### src/rtl/fp_multiplier_pkg.sv
// Shared types, constants and IEEE-754 single-precision field helpers for the
// sequential FP multiplier.
package fp_multiplier_pkg;

  localparam int          FP_EXP_BIAS = 127;
  localparam int          CNT_W       = 5;
  localparam logic [31:0] FP_NAN      = 32'h7FC0_0000;
  localparam logic [31:0] FP_ZERO     = 32'h0000_0000;

  typedef enum logic [2:0] {
    S_IDLE = 3'd0,
    S_MUL  = 3'd1,
    S_NORM = 3'd2,
    S_DONE = 3'd3,
    S_RND  = 3'd4
  } state_e;

  typedef struct packed {
    logic [31:0] result;
    logic        overflow;
    logic        underflow;
  } pack_t;

  function automatic logic fp_sign(input logic [31:0] x);
    return x[31];
  endfunction

  function automatic logic [7:0] fp_exp(input logic [31:0] x);
    return x[30:23];
  endfunction

  function automatic logic [23:0] fp_mant_full(input logic [31:0] x);
    return {1'b1, x[22:0]};
  endfunction

  function automatic logic is_zero(input logic [31:0] x);
    return (x[30:23] == 8'h00) && (x[22:0] == 23'd0);
  endfunction

  function automatic logic is_denorm(input logic [31:0] x);
    return (x[30:23] == 8'h00) && (x[22:0] != 23'd0);
  endfunction

  function automatic logic is_inf(input logic [31:0] x);
    return (x[30:23] == 8'hFF) && (x[22:0] == 23'd0);
  endfunction

  function automatic logic is_nan(input logic [31:0] x);
    return (x[30:23] == 8'hFF) && (x[22:0] != 23'd0);
  endfunction

  function automatic logic [31:0] fp_inf(input logic sign);
    return {sign, 8'hFF, 23'd0};
  endfunction

  // Range-check a biased exponent and assemble the final word.
  function automatic pack_t fp_pack(input logic sign, input logic signed [9:0] exp,
                                    input logic [22:0] mant);
    pack_t p;
    p.result    = FP_ZERO;
    p.overflow  = 1'b0;
    p.underflow = 1'b0;
    if (exp >= 10'sd255) begin
      p.result   = fp_inf(sign);
      p.overflow = 1'b1;
    end else if (exp <= 10'sd0) begin
      p.result    = FP_ZERO;
      p.underflow = 1'b1;
    end else begin
      p.result = {sign, exp[7:0], mant};
    end
    return p;
  endfunction

endpackage

### src/rtl/fp_multiplier_if.sv
// Operand/result bundle for the FP multiplier; master is the sequencer side,
// slave is the multiplier.
interface fp_multiplier_if;
  logic [31:0] a;
  logic [31:0] b;
  logic        start;
  logic [31:0] result;
  logic        done;
  logic        busy;
  logic        invalid;
  logic        overflow;
  logic        underflow;

  modport master (output a, b, start,
                  input  result, done, busy, invalid, overflow, underflow);
  modport slave  (input  a, b, start,
                  output result, done, busy, invalid, overflow, underflow);
endinterface

### src/rtl/fp_mant_mult_iter.sv
// 24x24 unsigned shift-add multiplier consuming BITS_PER_CYCLE multiplier bits
// per cycle; go loads the operands, rdy is high once all N steps are done.
module fp_mant_mult_iter #(
  parameter int BITS_PER_CYCLE = 1
) (
  input  logic        clk,
  input  logic        reset,
  input  logic        go,
  input  logic [23:0] x,
  input  logic [23:0] y,
  output logic [47:0] prod,
  output logic        rdy
);
  import fp_multiplier_pkg::*;

  localparam int N = 24 / BITS_PER_CYCLE;

  logic [47:0]      r_acc;
  logic [47:0]      r_mcand;
  logic [23:0]      r_mplier;
  logic [CNT_W-1:0] r_cnt;
  logic [47:0]      w_partial;

  // Sum of the shifted multiplicand copies selected by the current multiplier LSBs.
  always_comb begin
    w_partial = 48'd0;
    for (int i = 0; i < BITS_PER_CYCLE; i++) begin
      if (r_mplier[i]) begin
        w_partial = w_partial + (r_mcand << i);
      end else begin
        w_partial = w_partial;
      end
    end
  end

  // Operand load and iteration registers.
  always_ff @(posedge clk or posedge reset) begin
    if (reset) begin
      r_acc    <= 48'd0;
      r_mcand  <= 48'd0;
      r_mplier <= 24'd0;
      r_cnt    <= '0;
    end else if (go) begin
      r_acc    <= 48'd0;
      r_mcand  <= {24'd0, x};
      r_mplier <= y;
      r_cnt    <= CNT_W'(N);
    end else if (r_cnt != '0) begin
      r_acc    <= r_acc + w_partial;
      r_mcand  <= r_mcand << BITS_PER_CYCLE;
      r_mplier <= r_mplier >> BITS_PER_CYCLE;
      r_cnt    <= r_cnt - CNT_W'(1);
    end
  end

  assign prod = r_acc;
  assign rdy  = (r_cnt == '0);

endmodule

### src/rtl/fp_multiplier.sv
// Sequential IEEE-754 single-precision multiplier with level start/done handshake.
// Define FP_MUL_ROUND_NEAREST_EN for round-to-nearest-even (one extra NORM cycle).
module fp_multiplier
  import fp_multiplier_pkg::*;
#(
  parameter int BITS_PER_CYCLE = 1,
  parameter int EXP_BIAS       = FP_EXP_BIAS
) (
  input logic             clk,
  input logic             reset,
  fp_multiplier_if.slave  io_bus
);

  localparam int N = 24 / BITS_PER_CYCLE;

  state_e            r_state, w_state_nxt;
  logic              r_sign, w_sign_nxt, w_sign;
  logic signed [9:0] r_exp, w_exp_nxt, w_exp_sum, w_norm_exp, w_fin_exp;
  logic [CNT_W-1:0]  r_cnt, w_cnt_nxt;
  logic [31:0]       r_result, w_result_nxt;
  logic              r_done, w_done_nxt;
  logic              r_busy;
  logic              r_invalid, w_invalid_nxt;
  logic              r_overflow, w_overflow_nxt;
  logic              r_underflow, w_underflow_nxt;
  logic              w_go, w_rdy;
  logic [23:0]       w_mant_a, w_mant_b;
  logic [47:0]       w_prod;
  logic [22:0]       w_norm_mant, w_fin_mant;
  logic              w_a_zero, w_b_zero, w_a_inf, w_b_inf, w_a_nan, w_b_nan;
  logic              w_unused_prod;
  pack_t             w_pack;
`ifdef FP_MUL_ROUND_NEAREST_EN
  logic [24:0]       r_rmant, w_rmant_nxt, w_rmant_sum;
  logic              w_guard, w_sticky;
`endif

  // Denormals are flushed, so they classify as zero.
  assign w_a_zero = is_zero(io_bus.a) | is_denorm(io_bus.a);
  assign w_b_zero = is_zero(io_bus.b) | is_denorm(io_bus.b);
  assign w_a_inf  = is_inf(io_bus.a);
  assign w_b_inf  = is_inf(io_bus.b);
  assign w_a_nan  = is_nan(io_bus.a);
  assign w_b_nan  = is_nan(io_bus.b);
  assign w_sign   = fp_sign(io_bus.a) ^ fp_sign(io_bus.b);
  assign w_exp_sum = {2'b00, fp_exp(io_bus.a)} + {2'b00, fp_exp(io_bus.b)} - 10'(EXP_BIAS);
  assign w_mant_a = fp_mant_full(io_bus.a);
  assign w_mant_b = fp_mant_full(io_bus.b);
  assign w_unused_prod = ^w_prod[22:0];

  fp_mant_mult_iter #(.BITS_PER_CYCLE(BITS_PER_CYCLE)) u_mant (
    .clk   (clk),
    .reset (reset),
    .go    (w_go),
    .x     (w_mant_a),
    .y     (w_mant_b),
    .prod  (w_prod),
    .rdy   (w_rdy)
  );

  // Normalise the raw product (and, when enabled, form the rounded mantissa).
  always_comb begin
    if (w_prod[47]) begin
      w_norm_mant = w_prod[46:24];
      w_norm_exp  = r_exp + 10'sd1;
    end else begin
      w_norm_mant = w_prod[45:23];
      w_norm_exp  = r_exp;
    end
`ifdef FP_MUL_ROUND_NEAREST_EN
    if (w_prod[47]) begin
      w_guard  = w_prod[23];
      w_sticky = |w_prod[22:0];
    end else begin
      w_guard  = w_prod[22];
      w_sticky = |w_prod[21:0];
    end
    w_rmant_sum = {2'b01, w_norm_mant} + {24'd0, w_guard & (w_sticky | w_norm_mant[0])};
    if (r_rmant[24]) begin
      w_fin_exp  = r_exp + 10'sd1;
      w_fin_mant = r_rmant[23:1];
    end else begin
      w_fin_exp  = r_exp;
      w_fin_mant = r_rmant[22:0];
    end
`else
    w_fin_exp  = w_norm_exp;
    w_fin_mant = w_norm_mant;
`endif
    w_pack = fp_pack(r_sign, w_fin_exp, w_fin_mant);
  end

  // Next-state and next-datapath logic.
  always_comb begin
    w_state_nxt     = r_state;
    w_sign_nxt      = r_sign;
    w_exp_nxt       = r_exp;
    w_cnt_nxt       = r_cnt;
    w_result_nxt    = r_result;
    w_done_nxt      = r_done;
    w_invalid_nxt   = r_invalid;
    w_overflow_nxt  = r_overflow;
    w_underflow_nxt = r_underflow;
    w_go            = 1'b0;
`ifdef FP_MUL_ROUND_NEAREST_EN
    w_rmant_nxt     = r_rmant;
`endif
    case (r_state)
      S_IDLE: begin
        w_done_nxt = 1'b0;
        if (io_bus.start) begin
          w_sign_nxt      = w_sign;
          w_exp_nxt       = w_exp_sum;
          w_cnt_nxt       = CNT_W'(N);
          w_invalid_nxt   = 1'b0;
          w_overflow_nxt  = 1'b0;
          w_underflow_nxt = 1'b0;
          if (w_a_nan | w_b_nan | (w_a_inf & w_b_zero) | (w_a_zero & w_b_inf)) begin
            w_result_nxt  = FP_NAN;
            w_invalid_nxt = 1'b1;
            w_done_nxt    = 1'b1;
            w_state_nxt   = S_DONE;
          end else if (w_a_zero | w_b_zero) begin
            w_result_nxt = FP_ZERO;
            w_done_nxt   = 1'b1;
            w_state_nxt  = S_DONE;
          end else if (w_a_inf | w_b_inf) begin
            w_result_nxt = fp_inf(w_sign);
            w_done_nxt   = 1'b1;
            w_state_nxt  = S_DONE;
          end else begin
            w_go        = 1'b1;
            w_state_nxt = S_MUL;
          end
        end else begin
          w_state_nxt = S_IDLE;
        end
      end
      S_MUL: begin
        w_cnt_nxt = r_cnt - CNT_W'(1);
        if (r_cnt == CNT_W'(1)) begin
          w_state_nxt = S_NORM;
        end else begin
          w_state_nxt = S_MUL;
        end
      end
      S_NORM: begin
        if (w_rdy) begin
`ifdef FP_MUL_ROUND_NEAREST_EN
          w_exp_nxt   = w_norm_exp;
          w_rmant_nxt = w_rmant_sum;
          w_state_nxt = S_RND;
`else
          w_result_nxt    = w_pack.result;
          w_overflow_nxt  = w_pack.overflow;
          w_underflow_nxt = w_pack.underflow;
          w_done_nxt      = 1'b1;
          w_state_nxt     = S_DONE;
`endif
        end else begin
          w_state_nxt = S_NORM;
        end
      end
`ifdef FP_MUL_ROUND_NEAREST_EN
      S_RND: begin
        w_result_nxt    = w_pack.result;
        w_overflow_nxt  = w_pack.overflow;
        w_underflow_nxt = w_pack.underflow;
        w_done_nxt      = 1'b1;
        w_state_nxt     = S_DONE;
      end
`endif
      S_DONE: begin
        if (!io_bus.start) begin
          w_done_nxt  = 1'b0;
          w_state_nxt = S_IDLE;
        end else begin
          w_state_nxt = S_DONE;
        end
      end
      default: begin
        w_done_nxt  = 1'b0;
        w_state_nxt = S_IDLE;
      end
    endcase
  end

  // State register.
  always_ff @(posedge clk or posedge reset) begin
    if (reset) begin
      r_state <= S_IDLE;
    end else begin
      r_state <= w_state_nxt;
    end
  end

  // Datapath and registered outputs.
  always_ff @(posedge clk or posedge reset) begin
    if (reset) begin
      r_sign      <= 1'b0;
      r_exp       <= 10'sd0;
      r_cnt       <= '0;
      r_result    <= 32'd0;
      r_done      <= 1'b0;
      r_busy      <= 1'b0;
      r_invalid   <= 1'b0;
      r_overflow  <= 1'b0;
      r_underflow <= 1'b0;
`ifdef FP_MUL_ROUND_NEAREST_EN
      r_rmant     <= 25'd0;
`endif
    end else begin
      r_sign      <= w_sign_nxt;
      r_exp       <= w_exp_nxt;
      r_cnt       <= w_cnt_nxt;
      r_result    <= w_result_nxt;
      r_done      <= w_done_nxt;
      r_busy      <= (w_state_nxt != S_IDLE);
      r_invalid   <= w_invalid_nxt;
      r_overflow  <= w_overflow_nxt;
      r_underflow <= w_underflow_nxt;
`ifdef FP_MUL_ROUND_NEAREST_EN
      r_rmant     <= w_rmant_nxt;
`endif
    end
  end

  assign io_bus.result    = r_result;
  assign io_bus.done      = r_done;
  assign io_bus.busy      = r_busy;
  assign io_bus.invalid   = r_invalid;
  assign io_bus.overflow  = r_overflow;
  assign io_bus.underflow = r_underflow;

endmodule

### src/flat_wrapper.sv
// flat-port wrapper written by rule: the top's interface ports become plain ports
module fp_multiplier_flat import fp_multiplier_pkg::*;
#(
  parameter int BITS_PER_CYCLE = 1,
  parameter int EXP_BIAS       = FP_EXP_BIAS
)
  (clk, reset, io_bus_a, io_bus_b, io_bus_start, io_bus_result, io_bus_done, io_bus_busy, io_bus_invalid, io_bus_overflow, io_bus_underflow);
  fp_multiplier_if io_bus_i ();
  input logic clk;
  input logic reset;
  input wire logic [$bits(io_bus_i.a)-1:0] io_bus_a;
  input wire logic [$bits(io_bus_i.b)-1:0] io_bus_b;
  input wire logic [$bits(io_bus_i.start)-1:0] io_bus_start;
  output wire logic [$bits(io_bus_i.result)-1:0] io_bus_result;
  output wire logic [$bits(io_bus_i.done)-1:0] io_bus_done;
  output wire logic [$bits(io_bus_i.busy)-1:0] io_bus_busy;
  output wire logic [$bits(io_bus_i.invalid)-1:0] io_bus_invalid;
  output wire logic [$bits(io_bus_i.overflow)-1:0] io_bus_overflow;
  output wire logic [$bits(io_bus_i.underflow)-1:0] io_bus_underflow;
  assign io_bus_i.a = io_bus_a;
  assign io_bus_i.b = io_bus_b;
  assign io_bus_i.start = io_bus_start;
  assign io_bus_result = io_bus_i.result;
  assign io_bus_done = io_bus_i.done;
  assign io_bus_busy = io_bus_i.busy;
  assign io_bus_invalid = io_bus_i.invalid;
  assign io_bus_overflow = io_bus_i.overflow;
  assign io_bus_underflow = io_bus_i.underflow;
  fp_multiplier #(.BITS_PER_CYCLE(BITS_PER_CYCLE), .EXP_BIAS(EXP_BIAS)) u_core (.clk(clk), .reset(reset), .io_bus(io_bus_i));
endmodule
### config.mk
export PLATFORM = sky130hd
export DESIGN_NAME = fp_multiplier_flat
export DESIGN_NICKNAME = d
export VERILOG_FILES = /design/src/rtl/fp_multiplier_pkg.sv /design/src/rtl/fp_multiplier_if.sv /design/src/rtl/fp_mant_mult_iter.sv /design/src/rtl/fp_multiplier.sv /design/src/flat_wrapper.sv
export SDC_FILE = /design/constraint.sdc
export NUM_CORES = 1
export LEC_CHECK = 0
export CAP_MARGIN = 20
export CELL_PAD_IN_SITES_DETAIL_PLACEMENT = 1
export CELL_PAD_IN_SITES_GLOBAL_PLACEMENT = 1
export CORE_UTILIZATION = 44
export DETAILED_ROUTE_END_ITERATION = 6
export GPL_ROUTABILITY_DRIVEN = 1
export MAX_ROUTING_LAYER = met4
export PLACE_DENSITY_LB_ADDON = 0.1
export SLEW_MARGIN = 30
export SYNTH_ARGS = -nofsm -noshare
export SYNTH_HDL_FRONTEND = slang
export SYNTH_SLANG_ARGS = --single-unit
### constraint.sdc
create_clock -name clk -period 7.32 [get_ports clk]
set_input_delay 0.732 -clock clk [delete_from_list [all_inputs] [get_ports clk]]
set_output_delay 0.732 -clock clk [all_outputs]
set_load 0.05 [all_outputs]
==> results of run 1 <==
==> cells by family (layout without fill, tap and decap cells) <==
logic type / after synthesis / after routing / synth area share
flops: 180 / 180 / 0.3925
mux: 27 / 27 / 0.02366
fa+ha+maj: 62 / 62 / 0.06891
xor+xnor: 61 / 61 / 0.04655
simple gates: 612 / 612 / 0.2445
compound gates: 355 / 355 / 0.1882
buf+inv: 101 / 166 / 0.03565
==> worst min-delay path by stage <==
stage,startpoint,cells after the start,to,slack [ps]
after floorplan,u_core.r_cnt[3],1,u_core.r_cnt[3],450
after global placement,u_core.u_mant.r_mplier[23],2,u_core.u_mant.r_mplier[23],460
after detailed placement,u_core.u_mant.r_mplier[23],2,u_core.u_mant.r_mplier[23],460
after CTS,u_core.u_mant.r_mplier[23],2,u_core.u_mant.r_mplier[23],480
after global routing,u_core.io_bus.result[11],2,u_core.io_bus.result[11],500
final,u_core.r_cnt[3],1,u_core.r_cnt[3],480
==> Yosys cell counts, drive strengths merged (5+ instances only) <==
cell type    n
nor2       114
nand2      289
a211oi      14
or4          9
mux2i       26
clkbuf      59
or2          5
o31ai        6
nand3       36
a31oi       58
and2        55
o21bai      11
dfrtp      180
and3        10
nand2b       9
a21o        26
xnor2       36
o21ai       86
or3          7
nor4        17
inv         23
nor2b        8
o211ai       5
o21a         8
a21oi      115
buf         19
xor2        25
ha          60
nor3        22
nand4       21
==> state kept, by name, indices dropped and copies added (netlist names), 2 cells and up <==
signal                  flops
u_core.u_mant.r_mcand      48
u_core.u_mant.prod         48
u_core.u_mant.r_mplier     24
u_core.io_bus.result       32
u_core.r_state              2
u_core.u_mant.r_cnt         5
u_core.r_exp               10
u_core.r_cnt                5
==> worst reg2reg max path: stages (launching register included) <==
cell                        delay, ps
sky130_fd_sc_hd__dfrtp_1          860
sky130_fd_sc_hd__buf_4            390
sky130_fd_sc_hd__nand4_1          150
sky130_fd_sc_hd__xor2_1           180
sky130_fd_sc_hd__or4_1            520
sky130_fd_sc_hd__nand4bb_1        190
sky130_fd_sc_hd__a21boi_1         170
sky130_fd_sc_hd__o22a_1           220
sky130_fd_sc_hd__or3_1            600
sky130_fd_sc_hd__o21ai_0          200
==> stage by stage <==
stage | area, um2 | setup WS, ps | instances
floorplan | 11480 | 1701 | 1398
global placement | 12690 | 3536 | 1761
detailed placement | 12690 | 3507 | 1761
CTS | 13280 | 3639 | 1793
global route | 13280 | 3414 | 1793
finish | 13280 | 3691 | 1793
==> power groups by stage <==
stage                     clock [W]  sequential, W  combinational (W)
final                      0.000945        0.00184            0.00328
after global routing        0.00100        0.00190            0.00365
after CTS                  0.000964        0.00184            0.00328
after detailed placement          0        0.00186            0.00325
after global placement            0        0.00184            0.00315
after floorplan                   0        0.00199            0.00227
==> metal layers <==
metal / GRT usage / vias to the layer above / wire, um
li1: - / 5003 / -
met1: 0.3517 / 5041 / 15860
met2: 0.4076 / 180 / 14930
met3: 0.02692 / 29 / 962
met4: 0.06566 / 0 / 367
met5: - / - / 0
==> final cells by class <==
type	count	area, um2	area share
Clock buffer	17	425.4	0.03203
Sequential cell	180	4504	0.3391
Inverter	23	93.84	0.007065
Multi-Input combinational cell	1117	6586	0.4959
Timing Repair Buffer	111	1095	0.08243
Clock inverter	15	163.9	0.01234
Tap cell	330	412.9	0.03109
==> impl_metrics.xml, run 1 <==
<?xml version="1.0" encoding="UTF-8"?>
<metrics>
  <group name="grt">
    <metric name="groute.usage.overall" unit="">0.2575</metric>
    <metric name="grt_overflow" unit="">0</metric>
    <metric name="grt_pass1_vias" unit="">10390</metric>
    <metric name="grt_antenna_before_repair" unit="">0</metric>
    <metric name="grt_max_degree" unit="">102</metric>
    <metric name="first_pass_grt_wire_length" unit="mm">53.66</metric>
  </group>
  <group name="cells_and_area">
    <metric name="num-nets-final" unit="">1579</metric>
    <metric name="final_layout_size_suffix_gt1_frac" unit="">0.04853</metric>
    <metric name="num_antenna_cells" unit="">0</metric>
    <metric name="areaGrowthSynthToFinish" unit="%">15.73</metric>
    <metric name="most-common-layout-cells" unit="">sky130_fd_sc_hd__nand2_1 (286), sky130_fd_sc_hd__dfrtp_1 (180), sky130_fd_sc_hd__a21oi_1 (113)</metric>
    <metric name="mostFrequentLayoutCell" unit="">sky130_fd_sc_hd__nand2_1</metric>
    <metric name="postLayoutCoreUtil" unit="">0.5229</metric>
    <metric name="fillCellCount" unit="">3060</metric>
  </group>
  <group name="clock_network">
    <metric name="cts-htree-levels" unit="">4</metric>
    <metric name="worst_skew_pair.late_latency" unit="ps">440</metric>
    <metric name="tritoncts" unit="">built</metric>
    <metric name="clkSlewWorstSetupHoldPaths" unit="ps">80</metric>
    <metric name="cts_max_path_buffers" unit="">2</metric>
    <metric name="root_buffer" unit="">sky130_fd_sc_hd__clkbuf_16</metric>
    <metric name="cts_setup_buffers" unit="">0</metric>
    <metric name="cts_hold_repair.buffers" unit="">0</metric>
    <metric name="cts.repair.resized" unit="">0</metric>
    <metric name="tritoncts.num_buffers" unit="">17</metric>
    <metric name="clkSinkCount" unit="">180</metric>
  </group>
  <group name="power">
    <metric name="vdd_ir_drop_max" unit="mV">0.2032</metric>
    <metric name="internal-power" unit="W">0.003242</metric>
    <metric name="clock_power_share" unit="">0.156</metric>
    <metric name="power_frac_seq" unit="">0.303</metric>
    <metric name="power.density_cell_area" unit="nW/um2">456.2</metric>
    <metric name="power.share.combinational" unit="">0.541</metric>
    <metric name="power_switching_share" unit="">0.4649</metric>
    <metric name="static-leakage-power" unit="nW">5.874</metric>
    <metric name="netSwitchingPower" unit="W">0.002817</metric>
    <metric name="fin_total_pwr" unit="W">0.006059</metric>
  </group>
  <group name="logic_synthesis">
    <metric name="ys_seq_area_frac" unit="">0.3925</metric>
    <metric name="post-synth-top-area-fraction" unit="">0.3925</metric>
    <metric name="ys_types" unit="">70</metric>
    <metric name="synth.area.top_cells" unit="">sky130_fd_sc_hd__dfrtp_1 (39%), sky130_fd_sc_hd__nand2_1 (9.4%), sky130_fd_sc_hd__ha_1 (6.5%), sky130_fd_sc_hd__a21oi_1 (4.9%), sky130_fd_sc_hd__nor2_1 (3.7%)</metric>
    <metric name="async_reset_ff_frac" unit="">1.000</metric>
    <metric name="syn_area_cell" unit="um2">8.209</metric>
    <metric name="synth_area_leader_cell" unit="">sky130_fd_sc_hd__dfrtp_1</metric>
    <metric name="synth_fp_nets" unit="">1527</metric>
    <metric name="synth_edf_count" unit="">0</metric>
    <metric name="dominantRegCellSynth" unit="">sky130_fd_sc_hd__dfrtp_1</metric>
    <metric name="netlist_area" unit="um2">11480</metric>
    <metric name="synthesis.yosys.warnings" unit="">0</metric>
    <metric name="yosys_register_bits" unit="">180</metric>
    <metric name="syn-instance-count" unit="">1398</metric>
  </group>
  <group name="setup_path">
    <metric name="required" unit="ps">7620</metric>
    <metric name="crit_path_end" unit="">u_core.io_bus.result[20]</metric>
    <metric name="arrival_time_at_the_worst_endpoint" unit="ps">3920</metric>
    <metric name="critical_path.reg2reg.startpoint" unit="">u_core.u_mant.prod[47]</metric>
    <metric name="crit_path_start" unit="">u_core.u_mant.prod[47]</metric>
    <metric name="critical_path.endpoint_type" unit="">flop</metric>
    <metric name="critPathTopFamily" unit="">simple AND/OR/NAND/NOR gates</metric>
    <metric name="critical_path_cell_count" unit="">9</metric>
    <metric name="buf_inv_on_cp" unit="">1</metric>
    <metric name="critical_path.startpoint_type" unit="">flop</metric>
    <metric name="cp_max_stage_delay" unit="ps">860</metric>
    <metric name="slowest_stage" unit="">sky130_fd_sc_hd__dfrtp_1</metric>
    <metric name="r2r_end" unit="">u_core.io_bus.result[20]</metric>
    <metric name="crit_path_cell_trace" unit="">buf_4 -&gt; nand4_1 -&gt; xor2_1 -&gt; or4_1 -&gt; nand4bb_1 -&gt; a21boi_1 -&gt; o22a_1 -&gt; or3_1 -&gt; o21ai_0</metric>
    <metric name="number_of_cell_instances_on_the_worst_register_to_register_path" unit="">9</metric>
    <metric name="crit_path_max_fanout" unit="">22</metric>
    <metric name="r2r_slack" unit="ps">3690</metric>
    <metric name="setup.worst_path.class" unit="">reg2reg</metric>
  </group>
  <group name="die">
    <metric name="io_pins" unit="">104</metric>
    <metric name="die_area" unit="um2">26730</metric>
    <metric name="cell_rows" unit="">58</metric>
    <metric name="coreArea" unit="um2">25400</metric>
    <metric name="initial_util" unit="">0.4518</metric>
    <metric name="die_width" unit="um">163.5</metric>
    <metric name="die_h" unit="um">163.5</metric>
  </group>
  <group name="flow_run">
    <metric name="timing.max_cap.violations" unit="">0</metric>
  </group>
  <group name="sta">
    <metric name="actual_transition_at_the_worst_max_transition_pin" unit="ps">967.7</metric>
    <metric name="finalHoldWorstSlack" unit="ps">482.1</metric>
    <metric name="rsz0062_at_grt" unit="">false</metric>
    <metric name="final-setup-viol-count" unit="">0</metric>
    <metric name="max-slew-margin-rel" unit="">0.3548</metric>
    <metric name="min_tclk_post_route" unit="ps">3629</metric>
    <metric name="finalCritPeriodShare" unit="">0.4957</metric>
    <metric name="setup_total_negative_slack" unit="ps">0</metric>
    <metric name="hold_violations" unit="">0</metric>
    <metric name="fmax" unit="MHz">275.6</metric>
    <metric name="finalClockSkew" unit="ps">14.28</metric>
    <metric name="maxSlewViolCount" unit="">0</metric>
  </group>
  <group name="detailed_routing">
    <metric name="detailedRoute.firstPassIterationCount" unit="">5</metric>
    <metric name="drc" unit="">0</metric>
    <metric name="route.vias.total" unit="">10250</metric>
    <metric name="antenna_left" unit="">0</metric>
    <metric name="routed_wirelength" unit="mm">32.11</metric>
    <metric name="routed_wire_length_per_instance" unit="um">17.91</metric>
    <metric name="routed_via_density" unit="">5.718</metric>
    <metric name="drt_iter0_drc" unit="">626</metric>
  </group>
  <group name="run_status">
    <metric name="status" unit="">finished, final reports clean</metric>
  </group>
  <group name="min_path">
    <metric name="timing.hold.worst.class" unit="">reg2reg</metric>
  </group>
  <group name="placement">
    <metric name="dp_hpwl" unit="mm">22.70</metric>
    <metric name="gpl.final_weighted_congestion" unit="">0.8557</metric>
    <metric name="io_port_bufs" unit="">103</metric>
  </group>
</metrics>
Power figures use the tool's default switching activity.
==> inputs of run 2 (changes only) <==
CORE_UTILIZATION = 40   (was 44)
clock period = 3.2 ns   (was 7.32 ns; I/O delays follow)
==> impl_metrics.xml, run 2 (synthesized netlist as in run 1, its figures left out) <==
<?xml version="1.0" encoding="UTF-8"?>
<metrics>
  <group name="clock_network">
    <metric name="tritoncts" unit="">built</metric>
    <metric name="cts_hold_repair.buffers" unit="">0</metric>
    <metric name="clkSlewWorstSetupHoldPaths" unit="ps">80</metric>
    <metric name="cts_max_path_buffers" unit="">2</metric>
    <metric name="tritoncts.num_buffers" unit="">17</metric>
    <metric name="root_buffer" unit="">sky130_fd_sc_hd__clkbuf_16</metric>
    <metric name="clkSinkCount" unit="">180</metric>
    <metric name="cts-htree-levels" unit="">4</metric>
    <metric name="worst_skew_pair.late_latency" unit="ps">440</metric>
  </group>
  <group name="power">
    <metric name="power_switching_share" unit="">0.4577</metric>
    <metric name="netSwitchingPower" unit="W">0.006808</metric>
    <metric name="vdd_ir_drop_max" unit="mV">0.4738</metric>
    <metric name="fin_total_pwr" unit="W">0.01487</metric>
    <metric name="power_frac_seq" unit="">0.285</metric>
    <metric name="clock_power_share" unit="">0.144</metric>
    <metric name="static-leakage-power" unit="nW">6.213</metric>
    <metric name="power.share.combinational" unit="">0.570</metric>
    <metric name="internal-power" unit="W">0.008066</metric>
    <metric name="power.density_cell_area" unit="nW/um2">1051</metric>
  </group>
  <group name="placement">
    <metric name="dp_hpwl" unit="mm">24.55</metric>
    <metric name="gpl.final_weighted_congestion" unit="">0.9087</metric>
    <metric name="io_port_bufs" unit="">103</metric>
    <metric name="cell_area_after_placement" unit="um2">13250</metric>
  </group>
  <group name="detailed_routing">
    <metric name="routed_via_density" unit="">5.520</metric>
    <metric name="drc" unit="">0</metric>
    <metric name="drt_iter0_drc" unit="">623</metric>
    <metric name="detailedRoute.firstPassIterationCount" unit="">4</metric>
    <metric name="route.vias.total" unit="">10510</metric>
    <metric name="antenna_left" unit="">0</metric>
    <metric name="routed_wirelength" unit="mm">33.62</metric>
    <metric name="routed_wire_length_per_instance" unit="um">17.66</metric>
  </group>
  <group name="sta">
    <metric name="fmax" unit="MHz">319.1</metric>
    <metric name="final-setup-viol-count" unit="">0</metric>
    <metric name="finalCritPeriodShare" unit="">0.9793</metric>
    <metric name="actual_transition_at_the_worst_max_transition_pin" unit="ps">569.2</metric>
    <metric name="min_tclk_post_route" unit="ps">3134</metric>
    <metric name="rsz0062_at_grt" unit="">true</metric>
    <metric name="max-slew-margin-rel" unit="">0.6155</metric>
    <metric name="hold_violations" unit="">0</metric>
    <metric name="finalClockSkew" unit="ps">24.40</metric>
    <metric name="maxSlewViolCount" unit="">0</metric>
  </group>
  <group name="setup_path">
    <metric name="setup.worst_path.class" unit="">reg2reg</metric>
    <metric name="required" unit="ps">3560</metric>
    <metric name="critical_path.endpoint_type" unit="">flop</metric>
    <metric name="slowest_stage" unit="">sky130_fd_sc_hd__or4_4</metric>
    <metric name="critical_path.startpoint_type" unit="">flop</metric>
    <metric name="r2r_slack" unit="ps">70</metric>
    <metric name="arrival_time_at_the_worst_endpoint" unit="ps">3490</metric>
    <metric name="crit_path_cell_trace" unit="">buf_12 -&gt; and2_1 -&gt; ha_4 -&gt; a21o_1 -&gt; o21bai_2 -&gt; a211oi_2 -&gt; o211a_1 -&gt; a32oi_4 -&gt; a21oi_2 -&gt; or4_4 -&gt; a21o_1 -&gt; a21oi_2</metric>
    <metric name="crit_path_max_fanout" unit="">24</metric>
    <metric name="cp_max_stage_delay" unit="ps">530</metric>
  </group>
  <group name="cells_and_area">
    <metric name="final_design_area_no_fill" unit="um2">14160</metric>
    <metric name="num-nets-final" unit="">1642</metric>
    <metric name="final_layout_size_suffix_gt1_frac" unit="">0.1055</metric>
    <metric name="mostFrequentLayoutCell" unit="">sky130_fd_sc_hd__nand2_1</metric>
    <metric name="most-common-layout-cells" unit="">sky130_fd_sc_hd__nand2_1 (286), sky130_fd_sc_hd__dfrtp_1 (179), sky130_fd_sc_hd__a21oi_1 (112)</metric>
    <metric name="num_antenna_cells" unit="">0</metric>
    <metric name="areaGrowthSynthToFinish" unit="%">23.35</metric>
  </group>
  <group name="die">
    <metric name="coreArea" unit="um2">28010</metric>
    <metric name="io_pins" unit="">104</metric>
    <metric name="die_h" unit="um">171.4</metric>
    <metric name="die_area" unit="um2">29370</metric>
    <metric name="initial_util" unit="">0.4097</metric>
    <metric name="cell_rows" unit="">61</metric>
    <metric name="die_width" unit="um">171.4</metric>
  </group>
  <group name="grt">
    <metric name="grt_overflow" unit="">0</metric>
    <metric name="groute.usage.overall" unit="">0.2447</metric>
    <metric name="grt_pass1_vias" unit="">10820</metric>
    <metric name="first_pass_grt_wire_length" unit="mm">56.03</metric>
    <metric name="grt_max_degree" unit="">95</metric>
    <metric name="grt_antenna_before_repair" unit="">0</metric>
  </group>
  <group name="min_path">
    <metric name="timing.hold.worst.class" unit="">in2async</metric>
  </group>
  <group name="run_status">
    <metric name="status" unit="">finished, final reports clean</metric>
  </group>
  <group name="flow_run">
    <metric name="timing.max_cap.violations" unit="">0</metric>
  </group>
</metrics>
run 2: per-stage QoR:
| stage | setup TNS, ps | cells | setup slack [ps] | hold slack, ps | util |
|---|---|---|---|---|---|
| finish | 0 | 1904 | 66.10 | 187.9 | 0.5054 |
| floorplan | 0 | 1398 | 116.4 | 436.8 | - |
| global placement | 0 | 1866 | 12.51 | 459.8 | 0.4730 |
| CTS | 0 | 1899 | 1.075 | 197.1 | 0.4985 |
| detailed placement | -79.47 | 1866 | -75.06 | 479.6 | 0.4730 |
| global route | -242.0 | 1904 | -64.28 | 219.9 | 0.5054 |
run 2: what timing repair did:
action                                 4_1_cts  5_1_grt
setup buffers                                1        5
endpoints found under the hold margin        0        0
gates resized for setup                     15       24
setup endpoints to repair                    3       14
pin swaps                                    2       11
run 2: area by class of cell:
cell class	instances	area (um2)
timing repair buffer	174	1639
sequential	180	4506
clock buffer	17	425.4
clock inverter	15	177.7
tap	378	473.0
multi-input combinational	1117	6845
fill	3355	13850
inverter	23	90.09
run 2: path summary, 6_finish.rpt:
kind                                               to                      start  cells after the start
max                            u_core.u_mant.prod[47]  u_core.u_mant.r_mplier[0]                     12
min                            u_core.u_mant.prod[19]                      reset                      2
max reg2reg                    u_core.u_mant.prod[47]  u_core.u_mant.r_mplier[0]                     12
min reg2reg                  u_core.io_bus.result[15]   u_core.io_bus.result[15]                      2
max in group asynchronous    u_core.io_bus.result[10]                      reset                      3
min in group clk           u_core.u_mant.r_mplier[15]               io_bus_b[15]                      3
run 2: layer usage:
layer	wire length (um)	GRT usage
met1	15990	0.3210
met2	16410	0.4097
met3	825	0.02278
met4	407	0.05396
met5	0	-
run 2: critical path, delay by kind of cell (launching register included):
kind	cells	cell delay, ps
buffers and inverters	1	170
flip-flops	1	450
adder cells (fa/ha/maj)	1	310
AO/OA/AOI/OAI	8	1420
AND/OR/NAND/NOR	2	720
run 2: power groups by stage:
| stage | clock network, W | registers (W) | logic, W |
|---|---|---|---|
| 3_3_place_gp | 0 | 0.00422 | 0.00781 |
| 5_1_grt | 0.00228 | 0.00439 | 0.00941 |
| 4_1_cts | 0.00219 | 0.00423 | 0.00825 |
| 3_5_place_dp | 0 | 0.00425 | 0.00804 |
| 2_1_floorplan | 0 | 0.00454 | 0.00519 |
| 6_report | 0.00214 | 0.00425 | 0.00848 |
==> inputs of run 3 (changes only) <==
ABC_CLOCK_PERIOD_IN_PS = 3200   (was not set)
PLACE_DENSITY = 0.76   (was not set)
PLACE_DENSITY_LB_ADDON = not set   (was 0.1)
==> impl_metrics.xml, run 3 (synthesized netlist as in run 1, its figures left out) <==
<?xml version="1.0" encoding="UTF-8"?>
<metrics>
  <group name="run_status">
    <metric name="status" unit="">finished, final reports clean</metric>
  </group>
  <group name="die">
    <metric name="cell_rows" unit="">61</metric>
    <metric name="io_pins" unit="">104</metric>
    <metric name="die_h" unit="um">171.4</metric>
    <metric name="die_area" unit="um2">29370</metric>
    <metric name="initial_util" unit="">0.4097</metric>
    <metric name="die_width" unit="um">171.4</metric>
    <metric name="coreArea" unit="um2">28010</metric>
  </group>
  <group name="sta">
    <metric name="layout_setup_ws" unit="ps">73.59</metric>
    <metric name="finalCritPeriodShare" unit="">0.9770</metric>
    <metric name="final-setup-viol-count" unit="">0</metric>
    <metric name="maxSlewViolCount" unit="">0</metric>
    <metric name="rsz0062_at_grt" unit="">true</metric>
    <metric name="max-slew-margin-rel" unit="">0.4933</metric>
    <metric name="hold_violations" unit="">0</metric>
    <metric name="finalClockSkew" unit="ps">9.579</metric>
    <metric name="fmax" unit="MHz">319.9</metric>
    <metric name="actual_transition_at_the_worst_max_transition_pin" unit="ps">760.0</metric>
    <metric name="setup_total_negative_slack" unit="ps">0</metric>
    <metric name="min_tclk_post_route" unit="ps">3126</metric>
  </group>
  <group name="cells_and_area">
    <metric name="final_design_area_no_fill" unit="um2">14130</metric>
    <metric name="num_antenna_cells" unit="">0</metric>
    <metric name="postLayoutCoreUtil" unit="">0.5043</metric>
    <metric name="most-common-layout-cells" unit="">sky130_fd_sc_hd__nand2_1 (286), sky130_fd_sc_hd__dfrtp_1 (180), sky130_fd_sc_hd__nor2_1 (111)</metric>
    <metric name="num-nets-final" unit="">1634</metric>
    <metric name="final_layout_size_suffix_gt1_frac" unit="">0.1028</metric>
    <metric name="areaGrowthSynthToFinish" unit="%">23.09</metric>
    <metric name="mostFrequentLayoutCell" unit="">sky130_fd_sc_hd__nand2_1</metric>
  </group>
  <group name="detailed_routing">
    <metric name="drt_iter0_drc" unit="">532</metric>
    <metric name="routed_wire_length_per_instance" unit="um">18.11</metric>
    <metric name="routed_wirelength" unit="mm">34.34</metric>
    <metric name="antenna_left" unit="">0</metric>
    <metric name="routed_via_density" unit="">5.549</metric>
    <metric name="drc" unit="">0</metric>
    <metric name="route.vias.total" unit="">10520</metric>
    <metric name="detailedRoute.firstPassIterationCount" unit="">5</metric>
  </group>
  <group name="min_path">
    <metric name="timing.hold.worst.class" unit="">in2async</metric>
  </group>
  <group name="setup_path">
    <metric name="cp_max_stage_delay" unit="ps">520</metric>
    <metric name="slowest_stage" unit="">sky130_fd_sc_hd__or4_4</metric>
    <metric name="number_of_cell_instances_on_the_worst_register_to_register_path" unit="">13</metric>
    <metric name="critical_path.endpoint_type" unit="">flop</metric>
    <metric name="critical_path.startpoint_type" unit="">flop</metric>
    <metric name="crit_path_cell_trace" unit="">buf_12 -&gt; buf_12 -&gt; and2_1 -&gt; ha_4 -&gt; nand2_1 -&gt; nor3_2 -&gt; nor2b_2 -&gt; o21ai_2 -&gt; a32oi_2 -&gt; a21oi_2 -&gt; or4_4 -&gt; a21o_1 -&gt; a21oi_2</metric>
    <metric name="crit_path_max_fanout" unit="">24</metric>
    <metric name="r2r_end" unit="">u_core.u_mant.prod[47]</metric>
    <metric name="r2r_slack" unit="ps">70</metric>
    <metric name="required" unit="ps">3580</metric>
    <metric name="arrival_time_at_the_worst_endpoint" unit="ps">3510</metric>
    <metric name="crit_path_start" unit="">u_core.u_mant.r_mplier[0]</metric>
    <metric name="critical_path.reg2reg.startpoint" unit="">u_core.u_mant.r_mplier[0]</metric>
    <metric name="setup.worst_path.class" unit="">reg2reg</metric>
  </group>
  <group name="placement">
    <metric name="gpl.final_weighted_congestion" unit="">0.9084</metric>
    <metric name="io_port_bufs" unit="">103</metric>
    <metric name="dp_hpwl" unit="mm">24.89</metric>
    <metric name="cell_area_after_placement" unit="um2">13230</metric>
    <metric name="post-place-ws" unit="ps">-37.94</metric>
  </group>
  <group name="grt">
    <metric name="grt_max_degree" unit="">97</metric>
    <metric name="groute.usage.overall" unit="">0.2468</metric>
    <metric name="grt_pass1_vias" unit="">10850</metric>
    <metric name="grt_overflow" unit="">0</metric>
    <metric name="grt_antenna_before_repair" unit="">0</metric>
    <metric name="first_pass_grt_wire_length" unit="mm">56.17</metric>
  </group>
  <group name="clock_network">
    <metric name="worst_skew_pair.late_latency" unit="ps">450</metric>
    <metric name="root_buffer" unit="">sky130_fd_sc_hd__clkbuf_16</metric>
    <metric name="tritoncts" unit="">built</metric>
    <metric name="cts_hold_repair.buffers" unit="">0</metric>
    <metric name="clkSinkCount" unit="">180</metric>
    <metric name="cts_max_path_buffers" unit="">2</metric>
    <metric name="tritoncts.num_buffers" unit="">17</metric>
    <metric name="cts-htree-levels" unit="">4</metric>
    <metric name="clkSlewWorstSetupHoldPaths" unit="ps">80</metric>
  </group>
  <group name="power">
    <metric name="power.density_cell_area" unit="nW/um2">1059</metric>
    <metric name="fin_total_pwr" unit="W">0.01496</metric>
    <metric name="vdd_ir_drop_max" unit="mV">0.3527</metric>
    <metric name="static-leakage-power" unit="nW">6.183</metric>
  </group>
  <group name="flow_run">
    <metric name="timing.max_cap.violations" unit="">0</metric>
  </group>
</metrics>
[run 3: timing repair]
item	4_1_cts	5_1_grt
resized for setup	3	41
pin swaps	2	10
setup buffers	2	3
endpoints found under the setup margin	3	17
[run 3: worst max-delay path, delay by kind of cell (launching register included)]
kind | cells | cell delay, ps
simple gates | 5 | 1260
compound gates | 5 | 760
buf+inv | 2 | 320
fa+ha+maj | 1 | 280
flops | 1 | 430
[run 3: per-stage QoR]
step / instances / hold slack (ps)
after floorplan: 1398 / 436.8
after global placement: 1859 / 461.6
after detailed placement: 1859 / 470.6
after CTS: 1893 / 422.2
after global routing: 1896 / 464.7
final: 1896 / 358.7
[run 3: layer usage]
layer	routed length, um	vias up	part of all wire	track usage
li1	-	5121	-	-
met4	445	0	0.013	0.06134
met1	16540	5207	0.48	0.3274
met2	16480	162	0.48	0.4033
met3	870	31	0.025	0.02623
met5	0	-	0	-
[run 3: final cells by class]
| cell class | count | area [um2] |
|---|---|---|
| multi-input combinational | 1117 | 6844 |
| fill | 3347 | 13880 |
| sequential | 180 | 4504 |
| tap | 378 | 473.0 |
| inverter | 23 | 90.09 |
| clock buffer | 19 | 452.9 |
| clock inverter | 13 | 141.4 |
| timing repair buffer | 166 | 1620 |
[run 3: worst max path at each step]
stage / slack (ps) / end / cells past startpoint
floorplan: 120 / u_core.u_mant.prod[47] / 14
finish: 70 / u_core.u_mant.prod[47] / 13
CTS: 6 / u_core.u_mant.prod[38] / 14
global placement: 100 / u_core.u_mant.prod[37] / 12
detailed placement: -40 / u_core.u_mant.prod[44] / 12
global route: -70 / u_core.u_mant.prod[47] / 12
[run 3: report_power, final]
part	switching [W]	internal [W]	leakage, nW
Sequential	0.000916	0.00334	2.23
Combinational	0.00490	0.00364	3.67
Clock	0.00102	0.00114	0.288
==> RTL edit, RTL diff (settings of run 3) <==
The package constant `CNT_W` goes from 5 to 10.
--- a/src/rtl/fp_multiplier_pkg.sv
+++ b/src/rtl/fp_multiplier_pkg.sv
@@ -3,7 +3,7 @@
 package fp_multiplier_pkg;
 
   localparam int          FP_EXP_BIAS = 127;
-  localparam int          CNT_W       = 5;
+  localparam int          CNT_W       = 10;
   localparam logic [31:0] FP_NAN      = 32'h7FC0_0000;
   localparam logic [31:0] FP_ZERO     = 32'h0000_0000;
 
Function: no difference found for any inputs over 4 cycles, from zero or initial values and one cycle with reset high; that may be too few to reach the edited logic, so the function may still have changed.
==> RTL edit against run 3 <==
- the flow now finishes with violations (negative setup slack)
- final area grew 5.1%
- routed wire length grew 4.4%
- largest cell class unchanged
- non-clock buffer count grew 50
- synthesized cell count grew 0.86%
- critical path type unchanged
- highest routed layer unchanged
- worst setup slack lost 0.28 ns
- sequential cell count grew 10
- area after synthesis grew 2.3%
Power is not compared: it rests on default switching activity, and its combinational part moved more than twofold at a synthesized area within 25%.
==> RTL edit: results (changes against run 3) <==
[status]
outcome = finished, violations left
violations = negative setup slack

[synth]
seq_area_frac_synth = 0.4049  ; +0.01236
yosysUniqueCellTypes = 65  ; -7.1%
syn_inst = 1410  ; +0.86%
ys_top_cells_by_area = dfrtp_1 40%, nand2_1 9.9%, ha_1 6.4%

[detailed_routing]
via_per_inst = 5.550  ; about the same
drtIter0Drc = 580  ; +9.0%
wl_um = 35870  ; +4.4%

[grt]
grt_max_degree = 144  ; +48%
grt_pass1_wl_um = 59060  ; +5.1%
grt_pass1_vias = 11494  ; +6.0%
grtUsageTotal = 0.2494  ; +0.002609

[place]
hpwlAfterDp_um = 24680  ; -0.85%
dp.cells = 1923  ; +3.4%

[timing]
layout_setup_ws_ns = -0.2015  ; -0.2751 ns
setup-violations-final = 9  ; +9
finClkSkew_ns = 0.01198  ; +0.002400 ns
slew_headroom = 0.4371  ; -0.05623

[setup_path]
cp_data_arrival_time_ns = 3.74  ; +0.23 ns
path_max_fanout = 7  ; -71%
cp_slowest_cell = dfrtp_2
crit_path_max_incr_delay_ns = 0.47  ; -0.05 ns

[finish]
nNetsFinal = 1697  ; +3.9%
drive_gt1_frac = 0.1423  ; +0.03955
fin_cells = 1965  ; +3.6%

[pwr]
finalPower_mw = 10.05

[RTL edit: kinds of logic after synthesis]
family                     synth area share
xor gates and xnor gates            0.04848
AOI/OAI and AO/OA                    0.1880
muxes                               0.02482
and+or+nand+nor                      0.2348
DFF                                  0.4049
buffers and inverters               0.03164
adders and majority gates           0.06733
[RTL edit: layout make-up]
| class | instances | area [um^2] |
|---|---|---|
| Sequential cell | 190 | 4756 |
| Clock inverter | 14 | 128.9 |
| Inverter | 21 | 82.58 |
| Tap cell | 384 | 480.5 |
| Clock buffer | 18 | 439.2 |
| Fill cell | 3381 | 13930 |
| Timing Repair Buffer | 216 | 1958 |
| Multi-Input combinational cell | 1122 | 7005 |
[RTL edit: repair_timing]
item                                    CTS  global route
buffers inserted                          5             5
resized for setup                        27            45
pin swaps                                24            17
endpoints found under the setup margin   20            47
[RTL edit: stage by stage]
stage / hold slack (ns) / cell area (um^2) / setup slack (ns) / TNS, ns
floorplan: 0.4425 / 11820 / -0.08919 / -0.1641
global placement: 0.4610 / 13850 / -0.1527 / -0.4423
detailed placement: 0.4794 / 13850 / -0.2589 / -1.450
CTS: 0.4480 / 14580 / -0.1287 / -0.2032
global route: 0.4726 / 14850 / -0.3473 / -2.508
finish: 0.4003 / 14850 / -0.2015 / -0.7122
[RTL edit: routing by layer]
| metal | vias to the layer above | GRT usage | part of all wire |
|---|---|---|---|
| met1 | 5417 | 0.3175 | 0.46 |
| li1 | 5255 | - | - |
| met3 | 38 | 0.02917 | 0.030 |
| met5 | - | - | 0 |
| met4 | 0 | 0.06637 | 0.014 |
| met2 | 196 | 0.4192 | 0.50 |
[RTL edit: worst min-delay path: cells and delay by family]
kind | cells | cell delay, ns
buf+inv | 3 | 1.02
